==> config.mk <==
export PLATFORM = sky130hd
export DESIGN_NAME = switch_counter
export DESIGN_NICKNAME = d
export VERILOG_FILES = /design/src/rtl/switch_counter_pkg.sv /design/src/rtl/switch_counter_button_debounce.sv /design/src/rtl/switch_counter.sv
export SDC_FILE = /design/constraint.sdc
export NUM_CORES = 1
export LEC_CHECK = 0
export CORE_MARGIN = 5
export CORE_UTILIZATION = 60
export DETAILED_ROUTE_END_ITERATION = 10
export PLACE_DENSITY = 0.82
export SETUP_SLACK_MARGIN = 0.5
export SLEW_MARGIN = 20
export SYNTH_ARGS = -nofsm -noshare
export SYNTH_HDL_FRONTEND = slang
export SYNTH_SLANG_ARGS = --single-unit
==> constraint.sdc <==
create_clock -name clk -period 2.7 [get_ports clk]
set_input_delay 0.54 -clock clk [delete_from_list [all_inputs] [get_ports clk]]
set_output_delay 0.54 -clock clk [all_outputs]
set_load 0.05 [all_outputs]
==> src/rtl/switch_counter_pkg.sv <==
// Shared constants, payload types and helpers for the switch counter.
package switch_counter_pkg;

  localparam int unsigned DEFAULT_CLK_FREQ = 12_000_000;
  localparam int unsigned DIGIT_W          = 4;
  localparam logic [DIGIT_W-1:0] BCD_DIGIT_MAX = 4'd9;

  typedef struct packed {
    logic [DIGIT_W-1:0] ms;
    logic [DIGIT_W-1:0] ls;
  } digits_t;

  // Debounce window in clk cycles, never less than one.
  function automatic int unsigned deb_cycles(input int unsigned clk_freq,
                                             input int unsigned ms);
    int unsigned n;
    n = clk_freq / 1000 * ms;
    return (n == 0) ? 1 : n;
  endfunction

  function automatic logic [DIGIT_W-1:0] clamp_digit(input logic [DIGIT_W-1:0] d);
    return (d > BCD_DIGIT_MAX) ? BCD_DIGIT_MAX : d;
  endfunction

endpackage

==> src/rtl/switch_counter_button_debounce.sv <==
// Raw button to single-cycle press pulse: 2-flop sync, polarity fix,
// stability counter, rising-edge pulse on the debounced level.
module button_debounce #(
  parameter int unsigned DEB_CYCLES = 1,
  parameter bit          ACTIVE_LOW = 1'b1
) (
  input  logic clk,
  input  logic rst_n,
  input  logic btn,
  output logic press
);

  localparam int unsigned CNT_W    = (DEB_CYCLES > 1) ? $clog2(DEB_CYCLES) : 1;
  localparam logic        IDLE_LVL = 1'(ACTIVE_LOW);

  logic             sync1;
  logic             sync2;
  logic             level_c;
  logic             stable;
  logic             stable_d;
  logic [CNT_W-1:0] cnt;

  always_ff @(posedge clk or negedge rst_n) begin
    if (!rst_n) begin
      sync1 <= IDLE_LVL;
      sync2 <= IDLE_LVL;
    end else begin
      sync1 <= btn;
      sync2 <= sync1;
    end
  end

  assign level_c = sync2 ^ IDLE_LVL;

  // Stable only follows the synced level after DEB_CYCLES consecutive disagreements.
  always_ff @(posedge clk or negedge rst_n) begin
    if (!rst_n) begin
      stable <= 1'b0;
      cnt    <= '0;
    end else if (level_c == stable) begin
      cnt <= '0;
    end else if (cnt == CNT_W'(DEB_CYCLES - 1)) begin
      stable <= level_c;
      cnt    <= '0;
    end else begin
      cnt <= cnt + CNT_W'(1);
    end
  end

  always_ff @(posedge clk or negedge rst_n) begin
    if (!rst_n) begin
      stable_d <= 1'b0;
      press    <= 1'b0;
    end else begin
      stable_d <= stable;
      press    <= stable & ~stable_d;
    end
  end

endmodule

==> src/rtl/switch_counter.sv <==
// Two-digit counter driven by debounced increment and load buttons;
// counts decimal 00..99 or hex 00..FF.
module switch_counter
  import switch_counter_pkg::*;
#(
  parameter int unsigned CLK_FREQ       = DEFAULT_CLK_FREQ,
  parameter int unsigned DEBOUNCE_MS    = 10,
  parameter bit          BCD            = 1'b1,
  parameter bit          BTN_ACTIVE_LOW = 1'b1
) (
  input  logic         clk,
  input  logic         rst_n,
  input  logic         btn_inc,
  input  logic         btn_load,
  input  logic [7:0]   sw,
  output logic [3:0]   nibbleMS,
  output logic [3:0]   nibbleLS,
  output logic         changed
);

  localparam int unsigned DEB_CYCLES = deb_cycles(CLK_FREQ, DEBOUNCE_MS);

  logic    inc_p;
  logic    load_p;
  logic    upd_q;
  digits_t val_q;
  digits_t next_c;

  button_debounce #(.DEB_CYCLES(DEB_CYCLES), .ACTIVE_LOW(BTN_ACTIVE_LOW)) u_inc_deb (
    .clk   (clk),
    .rst_n (rst_n),
    .btn   (btn_inc),
    .press (inc_p)
  );

  button_debounce #(.DEB_CYCLES(DEB_CYCLES), .ACTIVE_LOW(BTN_ACTIVE_LOW)) u_load_deb (
    .clk   (clk),
    .rst_n (rst_n),
    .btn   (btn_load),
    .press (load_p)
  );

  // Load wins over a coincident increment; the increment is dropped.
  always_comb begin
    next_c = val_q;
    if (load_p) begin
      if (BCD) begin
        next_c.ms = clamp_digit(sw[7:4]);
        next_c.ls = clamp_digit(sw[3:0]);
      end else begin
        next_c = sw;
      end
    end else if (inc_p) begin
      if (BCD) begin
        if (val_q.ls == BCD_DIGIT_MAX) begin
          next_c.ls = '0;
          next_c.ms = (val_q.ms == BCD_DIGIT_MAX) ? '0 : val_q.ms + DIGIT_W'(1);
        end else begin
          next_c.ls = val_q.ls + DIGIT_W'(1);
        end
      end else begin
        next_c = val_q + 8'(1);
      end
    end
  end

  always_ff @(posedge clk or negedge rst_n) begin
    if (!rst_n) begin
      val_q   <= '0;
      upd_q   <= 1'b0;
      changed <= 1'b0;
    end else begin
      if (inc_p || load_p) val_q <= next_c;
      upd_q   <= inc_p | load_p;
      changed <= upd_q;
    end
  end

  assign nibbleMS = val_q.ms;
  assign nibbleLS = val_q.ls;

endmodule

==> metrics <==
outcome finished, final reports clean; dpl cell area 0.002759 mm²; initial antenna violation count 0; FF-to-FF Start u_load_deb.cnt[8]; Worst-Skew Late Latency 0.31 ns; largest net degree at the start of global routing 55; CTS root buf clkbuf_8; crit-path max FO 6; final net count 283; Final Cycle Share 0.7874; clock-pin slew on the worst setup and hold paths 0.10 ns; vias in the first global route 1711; Initial DRT Pass Iterations 4; r2r setup slk 0.69 ns; Top FF cell, synth dfrtp_1; Layout fillers 309; Worst slew margin 0.5745; DR iter-0 viols 97; Final Critical Period 2.126 ns; row count 23; die width 74.79 µm; number of synthesized flops with an enable pin 0; CP startpoint kind flop; Avg Vias per Cell 5.544; Post-DRT Antenna Nets 0; DRC viols 0; r2r worst-path depth 4; initial core utilization 0.6252; crit end category output port; crit path cell chain clkdlybuf4s50_1; Critical Path Start nibbleLS[3]; cell count after synthesis 246; Max Cap Violations 0; Cell Area, Synth 0.002519 mm²; syn_nets 260; layout cell share with drive strength beyond 1 0.08519; TritonCTS Buffers 5; Crit path required time 2.16 ns; Hold Vio Cnt, Final 0; CTS tree done; Final Max Tran Viols 0; crit path DAT 1.59 ns; GP Congestion 0.7821; H-tree depth 2; grt total ovfl 0; first-pass GRT wire length 7.672 mm; Layout area overhead 13.36%; fmax 470.4 MHz; post-synthesis async set-or-reset flop share 1.000; # clock sinks 54; total wire length 4.327 mm; Antenna Cells 0; vias 1774; largest buffer count on any clock path 2; WP buf/inv 1; flops & latches, synth 54; Crit Path Class reg2out; worst hold path type in2async; Power Density 476.1 mW/mm²; Ys Warns 0; unrepaired setup endpoints after global routing no; CP top delay family buffers and inverters; setup TNS 0 ns; setup ws final 0.5740 ns; Cell variety after synth 44; hpwl dp 3.004 mm; sequential fraction of the synthesis area 0.5385; Die Span Y 74.79 µm; wire per inst 13.52 µm; final setup violation count 0; Die Area 0.005594 mm²; Worst path depth 1; num ports 21; LEAKAGE 1.150 nW; core area 0.004029 mm²; syn avg cell area 10.24 µm²; worst slew pin tran 0.6382 ns; clock skew 0.008889 ns; fin area 0.002855 mm²; pre-CTS setup slack 0.6985 ns; Port Buf Inserts 20; CP max stage cell clkdlybuf4s50_1; maximum vdd drop 0.3603 mV; max incr delay on CP 0.83 ns; Worst R2R End u_load_deb.cnt[8]; GRT Overall Usage 0.1807
cells in the mapped netlist (2+ instances only):
library cell / number / share of area
inv_1: 9 / 0.013
nand2_1: 14 / 0.021
clkbuf_1: 3 / 0.0045
buf_2: 2 / 0.0040
o21ai_0: 12 / 0.024
and4_1: 2 / 0.0070
dfstp_2: 4 / 0.042
a21oi_1: 4 / 0.0079
xnor2_1: 18 / 0.063
nor3_1: 6 / 0.012
mux2i_1: 3 / 0.012
ha_1: 2 / 0.0099
nand2b_1: 2 / 0.0050
nand4_1: 12 / 0.030
nand4b_1: 3 / 0.010
nor2_1: 39 / 0.058
and2_1: 2 / 0.0050
nand3_1: 12 / 0.024
o21a_1: 2 / 0.0060
xor2_1: 15 / 0.052
nor4_1: 6 / 0.015
or3_1: 3 / 0.0075
dfrtp_1: 50 / 0.50
cell usage in the layout, fill, tap and decap left out, types with 2 or more instances in the layout:
master           instances
nand4_1                 12
mux2i_1                  3
nor3_1                   6
dfrtp_1                 50
inv_1                    9
nor4_1                   6
xor2_1                  15
o21ai_0                 12
ha_1                     2
buf_4                    2
and2_1                   2
or3_1                    3
clkdlybuf4s50_1         17
dfstp_2                  4
nand3_1                 12
xnor2_1                 18
and4_1                   2
nor2_1                  39
clkbuf_8                 6
a21oi_1                  4
o21a_1                   2
nand2b_1                 2
nand2_1                 14
nand4b_1                 3
stage by stage:
step                hold slack [ns]  cells  utilization  total power, mW
finish                       0.3313    320       0.7087            1.359
global route                 0.3663    320       0.7087            1.418
CTS                          0.3498    320       0.7081            1.377
detailed placement           0.3347    312       0.6848           0.9181
global placement             0.3337    312       0.6848           0.9164
floorplan                    0.2444    246            -           0.8766
registers in the layout, indices dropped and copies added (netlist names), 4 cells and up:
register / flops
u_load_deb.cnt: 17
u_inc_deb.cnt: 17
nibbleMS: 4
nibbleLS: 4
kinds of logic (layout without fill, tap and decap cells):
logic type,Yosys count,in the layout,share of synthesized area
compound gates,27,27,0.07005
xor+xnor,33,33,0.1148
fa+ha+maj,2,2,0.009934
buf+inv,15,39,0.02633
flops,54,54,0.5385
mux,3,3,0.01192
simple gates,112,112,0.2285
timing repair:
item                                   in CTS  in global routing
setup endpoints to repair                   1                  1
setup buffers                               0                  0
endpoints found under the hold margin       0                  0
hold buffers                                0                  0
resized for setup                           1                  1
power by group:
| part | total [mW] | leakage, nW | switching [mW] | internal, mW |
|---|---|---|---|---|
| clock network | 0.459 | 0.0472 | 0.252 | 0.206 |
| registers | 0.831 | 0.697 | 0.00966 | 0.822 |
| logic | 0.0693 | 0.406 | 0.0406 | 0.0287 |
| total | 1.36 | 1.15 | 0.303 | 1.06 |
how the worst max path moves through the flow:
stage / to / slack (ns)
floorplan: u_load_deb.cnt[6] / 0.89
global placement: u_load_deb.cnt[7] / 0.77
detailed placement: u_load_deb.cnt[8] / 0.70
CTS: nibbleLS[0] / 0.53
global route: nibbleMS[2] / 0.51
finish: nibbleLS[3] / 0.57
metal layers:
metal / vias to the layer above / track usage / share of wire
li1: 889 / - / -
met1: 846 / 0.2419 / 0.48
met2: 33 / 0.2849 / 0.45
met3: 6 / 0.04272 / 0.049
met4: 0 / 0.07510 / 0.017
met5: - / 0 / 0
cell type report:
cell class / instances / area [µm²] / area share
clock buffers: 6 / 82.58 / 0.02892
clock inverters: 2 / 12.51 / 0.004382
well taps: 50 / 62.56 / 0.02191
flip-flops and latches: 54 / 1356 / 0.4750
multi-input cells: 177 / 1096 / 0.3839
repair buffers: 22 / 211.5 / 0.07406
inverters: 9 / 33.78 / 0.01183
Note: power is estimated with default switching activity, not from simulation.
